===== src/rtl/mod_seq.sv =====
// mod_seq: sequential remainder unit, rem = a % b, using normalised
// shift-subtract. Two prio_enc instances give the MSB index of the latched
// dividend and divisor to set the initial alignment shift.
// Optional build macro: MOD_SEQ_EARLY_EXIT_EN (leave SUB as soon as the
// partial remainder drops below the divisor; results are unchanged).

// Priority encoder: index of the highest set bit (0 when input is zero).
module prio_enc #(
    parameter int unsigned WIDTH = 16
) (
    input  logic [WIDTH-1:0] in,
    output logic [7:0]       msb
);

    // Scan upward so the last set bit found is the most significant one.
    always_comb begin
        msb = '0;
        for (int unsigned i = 0; i < WIDTH; i++) begin
            if (in[i]) msb = 8'(i);
        end
    end

endmodule

module mod_seq #(
    parameter int unsigned WIDTH = 16
) (
    input  logic             clk,
    input  logic             rst,
    input  logic             go,
    input  logic [WIDTH-1:0] a,
    input  logic [WIDTH-1:0] b,
    output logic             rdy,
    output logic             done,
    output logic             err,
    output logic [WIDTH-1:0] rem
);

    typedef enum logic [1:0] {
        IDLE,
        ALIGN,
        SUB,
        DONE
    } state_t;

    state_t           state, state_nxt;

    logic [WIDTH-1:0] a_r;
    logic [WIDTH-1:0] b_r;
    logic [WIDTH-1:0] r;
    logic [WIDTH-1:0] d;
    logic [7:0]       cnt;

    logic [7:0]       msb_a;
    logic [7:0]       msb_b;
    logic [7:0]       shamt;
    logic [WIDTH-1:0] r_next;
    logic             early;
    logic             sub_last;

    prio_enc #(.WIDTH(WIDTH)) u_enc_a (
        .in  (a_r),
        .msb (msb_a)
    );

    prio_enc #(.WIDTH(WIDTH)) u_enc_b (
        .in  (b_r),
        .msb (msb_b)
    );

    // Alignment shift and the per-step subtract result.
    always_comb begin
        shamt  = msb_a - msb_b;
        r_next = (r >= d) ? (r - d) : r;
`ifdef MOD_SEQ_EARLY_EXIT_EN
        early  = (r_next < b_r);
`else
        early  = 1'b0;
`endif
        sub_last = (cnt == '0) || early;
    end

    // State register.
    always_ff @(posedge clk) begin
        if (rst) state <= IDLE;
        else     state <= state_nxt;
    end

    // Next-state logic.
    always_comb begin
        state_nxt = state;
        case (state)
            IDLE: begin
                if (go) state_nxt = ALIGN;
            end
            ALIGN: begin
                if ((b_r == '0) || (a_r < b_r)) state_nxt = DONE;
                else                            state_nxt = SUB;
            end
            SUB: begin
                if (sub_last) state_nxt = DONE;
            end
            DONE: begin
                state_nxt = IDLE;
            end
            default: state_nxt = IDLE;
        endcase
    end

    // Outputs decoded from the current state.
    always_comb begin
        rdy  = (state == IDLE);
        done = (state == DONE);
    end

    // Datapath: operand latch, alignment, shift-subtract steps, result.
    always_ff @(posedge clk) begin
        if (rst) begin
            a_r <= '0;
            b_r <= '0;
            r   <= '0;
            d   <= '0;
            cnt <= '0;
            rem <= '0;
            err <= 1'b0;
        end else begin
            case (state)
                IDLE: begin
                    if (go) begin
                        a_r <= a;
                        b_r <= b;
                        r   <= a;
                        err <= 1'b0;
                    end
                end
                ALIGN: begin
                    if (b_r == '0) begin
                        err <= 1'b1;
                        rem <= a_r;
                    end else if (a_r < b_r) begin
                        rem <= a_r;
                    end else begin
                        // msb(d) equals msb(a_r), so the shift never overflows.
                        d   <= b_r << shamt;
                        cnt <= shamt;
                    end
                end
                SUB: begin
                    r <= r_next;
                    d <= d >> 1;
                    if (sub_last) rem <= r_next;
                    else          cnt <= cnt - 8'd1;
                end
                default: ;
            endcase
        end
    end

endmodule


===== config.mk =====
export PLATFORM = sky130hd
export DESIGN_NAME = mod_seq
export DESIGN_NICKNAME = d
export VERILOG_FILES = /design/src/rtl/mod_seq.sv
export SDC_FILE = /design/constraint.sdc
export NUM_CORES = 1
export LEC_CHECK = 0
export ABC_AREA = 1
export CORE_ASPECT_RATIO = 0.75
export CORE_MARGIN = 5
export CORE_UTILIZATION = 30
export DETAILED_ROUTE_END_ITERATION = 10
export GPL_TIMING_DRIVEN = 0
export PLACE_DENSITY = 0.55
export SYNTH_ARGS = -nofsm -noshare
export SYNTH_HDL_FRONTEND = slang
export SYNTH_HIERARCHICAL = 1
export SYNTH_SLANG_ARGS = --single-unit

===== constraint.sdc =====
create_clock -name clk -period 9.3 [get_ports clk]
set_clock_uncertainty 0.15 [all_clocks]
set_input_delay 0.93 -clock clk [delete_from_list [all_inputs] [get_ports clk]]
set_output_delay 0.93 -clock clk [all_outputs]
set_load 0.02 [all_outputs]

* Word-level counts from Yosys, hierarchy flattened
Cells that the tools add are included.
Word-level totals: register bits after elaboration 91, bits of input ports 35, output and inout bits 19, word-level logic and storage cells 89
Operators by class: add/sub/neg operators 3, $lt $le $gt $ge 2, equality and inequality tests 10, shifts and indexed selects 1, multiplexer cells 51, reductions and logical operators 14
Operators by type and width (count):
- 16-bit 2-to-1 mux | 7
- 16-bit one-hot mux with 2 select lines | 3
- 4-bit 2-to-1 mux | 16
- 3-bit 2-to-1 mux | 8
- 8-bit 2-to-1 mux | 3
- 16-bit greater-or-equal comparator | 1
- 16-bit logical NOT | 1
- 16-bit less-than comparator | 1
- 8-bit one-hot mux with 2 select lines | 1
- 16-bit by 8-bit << shifter with 16-bit output | 1
- 16-bit subtractor | 1
- 2-bit 2-to-1 mux | 6
- 2-bit inequality test (second input constant) | 6
- 3-bit AND reduction | 3
- 8-bit logical NOT | 1
- 2-bit one-hot mux with 4 select lines | 1
- 8-bit by 1-bit subtractor with 8-bit output (second input constant) | 1
- 8-bit subtractor | 1
- 2-bit AND reduction | 3
- 2-bit nonzero test | 3
- 1-bit 2-to-1 mux | 5
- 2-bit equality test (second input constant) | 2
- 4-bit AND reduction | 1
- 3-bit inequality test (second input constant) | 1
- 4 further kinds | 4

* Longest topological paths before layout
Gate-level depths: netlist of run 1.
word-level depth 20, gate-level depth with buffers 36

* Hierarchy
Netlist of run 1, hierarchy kept.
Modules (own cells, without submodules):
- mod_seq | instances 1, cells an instance 1021, area each 6532.5 µm², seq. area each 1821.7 µm²
- prio_enc | instances 2, cells an instance 46, area each 201.4 µm², seq. area each 0.0 µm²

* Worst setup path after synthesis of run 1
OpenSTA, ideal clock, no wires.
path type register to register, start register a_r[2], end register d[3], arrival 2.809 ns, data required time 9.035 ns, setup slack 6.225 ns, stages on the path, launching flop included 27, cells stage by stage dfxtp_1 inv_1 nand2_1 nand2_1 nand2_1 nand2_1 nand2_1 nand2_1 nand2_1 nand2_1 nand2_1 nand2_1 nand2_1 nand2_1 nand2_1 nand2_1 inv_1 ha_1 inv_1 fa_1 xor2_1 clkinv_1 buf_2 nand4_1 o21ai_0 o21ai_0 inv_1
On the way: longest elaborated chain between the ends 19
RTL lines:
- from (decl) | line 48 | logic [WIDTH-1:0] a_r;
- from (signal assigned) | line 119 | a_r <= '0;
- from (signal assigned) | line 130 | a_r <= a;
- 2-bit 2-to-1 mux (2 in a row) | line 19 | if (in[i]) msb = 8'(i);
- 3-bit 2-to-1 mux (4 in a row) | line 19
- 4-bit 2-to-1 mux (8 in a row) | line 19
- named net msb_a[0] | line 54 | logic [7:0] msb_a;
- 8-bit subtractor | line 73 | shamt = msb_a - msb_b;
- 16-bit by 8-bit << shifter with 16-bit output | line 144 | d <= b_r << shamt;
- 16-bit 2-to-1 mux | line 140 | end else if (a_r < b_r) begin
- 16-bit 2-to-1 mux | line 137 | if (b_r == '0) begin
- 16-bit one-hot mux with 2 select lines | line 127 | case (state)
- to (signal assigned) | line 144
- to (signal assigned) | line 150 | d <= d >> 1;
- to (decl) | line 51 | logic [WIDTH-1:0] d;
The timed path passes the listed nets, and every way through them passes these cells. The select of a mux whose other input is x is not followed. A chain may end at the register's enable or synchronous reset.

* Worst setup path in the final report of run 1
start register b_r[1], end register d[3]
On the way: longest elaborated chain between the ends 20
RTL lines:
- from (decl) | line 49 | logic [WIDTH-1:0] b_r;
- from (signal assigned) | line 120 | b_r <= '0;
- from (signal assigned) | line 131 | b_r <= b;
- 1-bit 2-to-1 mux | line 19
- 2-bit 2-to-1 mux (2 in a row) | line 19
- 3-bit 2-to-1 mux (4 in a row) | line 19
- 4-bit 2-to-1 mux (8 in a row) | line 19
- named net msb_b[0] | line 55 | logic [7:0] msb_b;
- 8-bit subtractor | line 73
- 16-bit by 8-bit << shifter with 16-bit output | line 144
- 16-bit 2-to-1 mux | line 140
- 16-bit 2-to-1 mux | line 137
- 16-bit one-hot mux with 2 select lines | line 127
The timed path passes the listed nets, and every way through them passes these cells. The select of a mux whose other input is x is not followed.

==> results_dict.tcl, run 1 <==
set metrics [dict create \
    outcome "finished, final reports clean" \
    syn_to_final_growth_pct 18.0 \
    grt_usage_pct 18.3 \
    worstSetupEndpointType "flip-flop" \
    netlist_area_sq_um 6940 \
    seq_area_sq_um 1820 \
    io_pins 54 \
    grt_pass1_wl_um 37600 \
    grt_max_degree 15 \
    yosysTopAreaCellShare_pct 26.3 \
    setup_viol 0 \
    dr.pass1.iters 5 \
    routedWlPerCell_um 16.0 \
    drc_errors 0 \
    async_flop_share_pct 0 \
    final_antenna_net_count 0 \
    period_needed_ns 3.91 \
    fillers 2487 \
    seq_area_frac_synth_pct 26.3 \
    ys_ff_latch 91 \
    worst_ep_arrival_time_ns 4.00 \
    placed_area_sq_um 7860 \
    final_nets 1264 \
    totalWireLength_um 23800 \
    critPathKind "flip-flop to flip-flop" \
    maxCapViolCount 0 \
    crit_fanout 10 \
    yosysMostFrequentCell "nand2_1" \
    min_period_over_period_pct 42.0 \
    viasPerCell 4.95 \
    syn_inst 1113 \
    synth_common_cells "252 x nand2_1, 141 x inv_1, 124 x nor2_1" \
    hp-class "flip-flop to flip-flop" \
    grt_setup_unrepaired "false" \
    ys_types 45 \
    root_buffer "clkbuf_16" \
    cts_resized 0 \
    worstSkewPairLatency_ns 0.35 \
    drt-initial-drc-count 861 \
    fin_util_pct 35.8 \
    numCtsBuffers 9 \
    crit_required_ns 9.39 \
    clockBufferDepth 2 \
    core_area_sq_um 22900 \
    vias 7367 \
    die_area_sq_um 26300 \
    ys.warnings.count 6 \
    multiInputGateArea_sq_um 4270 \
    io_buffers 53 \
    final_cell_area_sq_um 8180 \
    worstMarginPinSlew_ns 0.709 \
    cts_tree "done" \
    startpoint_type "flip-flop" \
    place_congestion 0.953 \
    diodes 0 \
    clkTransAtPathRegs_ns 0.07 \
    maxSlewViolCount 0 \
    synth_top_area_cell "dfxtp_1" \
    start_util_pct 30.3 \
    antenna_found_initial 0 \
    holdBufCountCts 0 \
    grt_pass1_vias 6829 \
    avgSynthCellArea_sq_um 6.23 \
    cts_sinks 91 \
    maxSlewHeadroom_pct 52.7 \
    hold_slack_ns 0.366 \
    dp_hpwl_um 19300 \
    rows 48 \
    grt.overflow.total 0 \
    die_y_um 142 \
    final_hold_viol_count 0 \
    tns_ns 0 \
    synth_edf_count 0 \
    cts_setup_buffers 0 \
    ys.flop_type "dfxtp_1" \
    drive_above_1_share_pct 6.90 \
    htreeDepth 3 \
    max_clock_freq_ghz 0.256 \
    die_w_um 186 \
    netlist_top_cells_area "dfxtp_1 26%, nand2_1 14%, ha_1 7.9%" \
]
layout by cell type, fill, tap and decap left out, drive strengths merged:
| cell type | instances |
|---|---|
| nor2 | 128 |
| a21oi | 104 |
| conb | 8 |
| nand3 | 91 |
| clkdlybuf4s50 | 53 |
| o211ai | 10 |
| or2 | 1 |
| nor3 | 5 |
| o22ai | 1 |
| dfxtp | 91 |
| a21boi | 2 |
| nor4 | 6 |
| xnor2 | 6 |
| buf | 28 |
| a221oi | 1 |
| fa | 2 |
| a21o | 3 |
| o21ai | 105 |
| a31oi | 2 |
| clkinv | 4 |
| nand4 | 22 |
| o21bai | 2 |
| nand2 | 261 |
| bufinv | 2 |
| xor2 | 9 |
| a211oi | 2 |
| clkbuf | 38 |
| nand3b | 3 |
| inv | 152 |
| ha | 44 |
| o21a | 2 |
cells by family after synthesis:
family / count (synthesis) / share of synthesized area [%]
xor+xnor: 15 / 1.89
compound gates: 234 / 18.4
buf+inv: 208 / 12.6
fa+ha+maj: 46 / 8.52
simple gates: 517 / 32.3
flops: 91 / 26.3
other cells: 2 / 0.108
worst max-delay path: stages, from the launching register on:
cell	delay, ns
dfxtp_1	0.48
nand2_1	0.10
nand2_1	0.06
nand2_1	0.04
nand2_1	0.05
nand2_1	0.04
nand2_1	0.06
nand2_1	0.05
nand2_1	0.06
nand2_1	0.05
nand2_1	0.07
nand2_1	0.05
nand2_1	0.05
nand2_1	0.04
nand2_1	0.05
ha_1	0.13
inv_1	0.08
fa_1	0.41
xor2_1	0.55
clkinv_1	0.41
buf_2	0.30
nand4_1	0.15
o21ai_0	0.10
o21ai_0	0.18
inv_1	0.06
metrics by stage:
step | instances | setup WS, ns
after floorplan | 1119 | 6.23
after global placement | 1472 | 5.44
after detailed placement | 1472 | 5.49
after CTS | 1488 | 5.47
after global routing | 1488 | 5.05
final | 1488 | 5.39
layout make-up:
| class | instances | share of cell area [%] |
|---|---|---|
| Buffer | 54 | 3.58 |
| Clock buffer | 12 | 3.01 |
| Clock inverter | 4 | 0.902 |
| Inverter | 154 | 7.06 |
| Multi-Input combinational cell | 820 | 52.1 |
| Sequential cell | 91 | 22.3 |
| Tap cell | 300 | 4.59 |
| Timing Repair Buffer | 53 | 6.48 |
per-layer routing:
metal,part of all wire [%],wire [um],track usage [%]
met1,52,12400,29.4
met3,8.7,2060,3.43
met4,1.1,269,2.68
met2,38,9070,25.4
met5,0,0,0
state kept, by name, indices dropped and copies added, names as in the netlist:
| name | cells |
|---|---|
| a_r | 16 |
| b_r | 16 |
| cnt | 8 |
| d | 16 |
| err | 1 |
| r | 16 |
| rem | 16 |
| state | 2 |
final timing paths:
check        slack (ns)      end  startpoint  depth (start not counted)
max reg2reg        5.39     d[3]      b_r[1]                         24
min reg2reg        0.37  rem[12]     rem[12]                          4
max                5.39     d[3]      b_r[1]                         24
min                0.37  rem[12]     rem[12]                          4
Power of run 1 is left out: the tool's default activity adds up to more than one toggle a clock period on the data nets, which glitch-free logic cannot reach.
==> run 2, diff against run 1 <==
==> constraint.sdc (replaced) <==
create_clock -name clk -period 3.8 [get_ports clk]
set_clock_uncertainty 0.15 [all_clocks]
set_input_delay 0.38 -clock clk [delete_from_list [all_inputs] [get_ports clk]]
set_output_delay 0.38 -clock clk [all_outputs]
set_load 0.02 [all_outputs]
==> run 2 against run 1 <==
Setup slack worse by 5.1 ns; first-iteration DRC count up 0.23%; die area unchanged; via count up 1.5%; critical endpoint unchanged; register-to-register slack worse by 5.1 ns; highest routed layer unchanged; global-route usage about the same; non-clock buffer count up 1; cell count about the same; final area up 0.58%; wire length up 0.35%; flip-flop and latch count unchanged; sequential share of layout area down 0.053 points.
==> results_dict.tcl, run 2 (synthesized netlist as in run 1, its figures left out) <==
set metrics [dict create \
    outcome "finished, final reports clean" \
    io_buffers 53 \
    final_common_cell "nand2_1" \
    worstSkewPairLatency_ns 0.35 \
    drc_errors 0 \
    max_clock_freq_ghz 0.285 \
    clkTransAtPathRegs_ns 0.07 \
    grt_max_degree 15 \
    die_w_um 186 \
    syn_to_final_growth_pct 18.7 \
    start_util_pct 30.3 \
    cpMaxStageDelayCell "dfxtp_1" \
    vias 7479 \
    io_pins 54 \
    worstMarginPinSlew_ns 0.689 \
    clockBufferDepth 2 \
    holdBufCountCts 0 \
    rows 48 \
    antenna_found_initial 0 \
    critPathKind "flip-flop to flip-flop" \
    fillers 2484 \
    worst_ep_arrival_time_ns 3.61 \
    routedWlPerCell_um 16.0 \
    min_period_over_period_pct 92.4 \
    setup_viol 0 \
    startpoint_type "flip-flop" \
    layout_common_cells "252 x nand2_1, 141 x inv_1, 124 x nor2_1, 100 x a21oi_1, 92 x o21ai_0" \
    die_y_um 142 \
    crit_fanout 10 \
    grt_usage_pct 18.3 \
    grt_pass1_wl_um 37600 \
    dr.pass1.iters 5 \
    numCtsBuffers 9 \
    worstSetupEndpointType "flip-flop" \
    final_hold_viol_count 0 \
    maxSlewViolCount 0 \
    htreeDepth 3 \
    maxCapViolCount 0 \
    cts_sinks 91 \
    place_congestion 0.953 \
    grt.overflow.total 0 \
    crit_path_frequent_cell "nand2_1" \
    core_area_sq_um 22900 \
    dp_hpwl_um 19300 \
    fin_util_pct 36.0 \
    hold_slack_ns 0.366 \
    die_area_sq_um 26300 \
    period_needed_ns 3.51 \
    maxSlewHeadroom_pct 53.7 \
    final_antenna_net_count 0 \
    drive_above_1_share_pct 7.74 \
    totalWireLength_um 23800 \
    diodes 0 \
    viasPerCell 5.02 \
    final_nets 1265 \
    crit_required_ns 3.89 \
    drt-initial-drc-count 863 \
    hp-class "flip-flop to flip-flop" \
    slowest_delay_ns 0.46 \
    cts_tree "done" \
    grt_pass1_vias 6829 \
    root_buffer "clkbuf_16" \
]
## run 2: changes by cell type in the layout (fill, tap and decap cells not counted), sizes merged
cell,previous run,this run
clkinv,4,2
clkinvlp,0,2
buf,28,29
## run 2: layer usage
layer / routed length [um] / track usage [%] / share of wire [%] / vias to the layer above
met4: 272 / 2.68 / 1.1 / 0
met2: 9160 / 25.4 / 38 / 308
li1: - / - / - / 3741
met3: 2030 / 3.43 / 8.5 / 21
met5: 0 / 0 / 0 / -
met1: 12400 / 29.4 / 52 / 3409
## run 2: timing repair
item                       4_1_cts  5_1_grt
pin swaps                        0        2
setup buffers                    0        1
setup endpoints to repair        1       15
gates resized for setup          1       10
## run 2: path summary, 6_finish.rpt
check	start	end	slack, ns	depth (start not counted)
max	b_r[3]	d[3]	0.29	25
min reg2reg	rem[12]	rem[12]	0.37	4
max reg2reg	b_r[3]	d[3]	0.29	25
min	rem[12]	rem[12]	0.37	4
## run 2: layout make-up
type                    count  area (sq um)  share of cell area (%)
multi-input cells         820          4290                    52.1
flip-flops and latches     91          1830                    22.2
inverters                 154           586                    7.11
repair buffers             54           538                    6.54
well taps                 300           375                    4.56
plain buffers              54           293                    3.56
clock buffers              12           246                    2.99
clock inverters             4          73.8                   0.897
## run 2: stage by stage
stage | worst slack (ns) | cells | setup TNS [ns] | instance area, sq um
floorplan | 0.725 | 1119 | 0 | 6960
global placement | -0.0596 | 1472 | -0.0596 | 7860
detailed placement | -0.0104 | 1472 | -0.0104 | 7860
CTS | 0.181 | 1488 | 0 | 8190
global route | -0.000917 | 1489 | -0.000917 | 8230
finish | 0.288 | 1489 | 0 | 8230
## run 2: worst max-delay path: cells and delay by family (launching register included)
| kind | cells | cell delay (ns) |
|---|---|---|
| adders and majority gates | 2 | 0.50 |
| buffers and inverters | 6 | 0.87 |
| AOI/OAI and AO/OA | 2 | 0.29 |
| DFF | 1 | 0.46 |
| and+or+nand+nor | 14 | 0.84 |
| xor gates and xnor gates | 1 | 0.30 |
Power of run 2 is left out for the same reason.
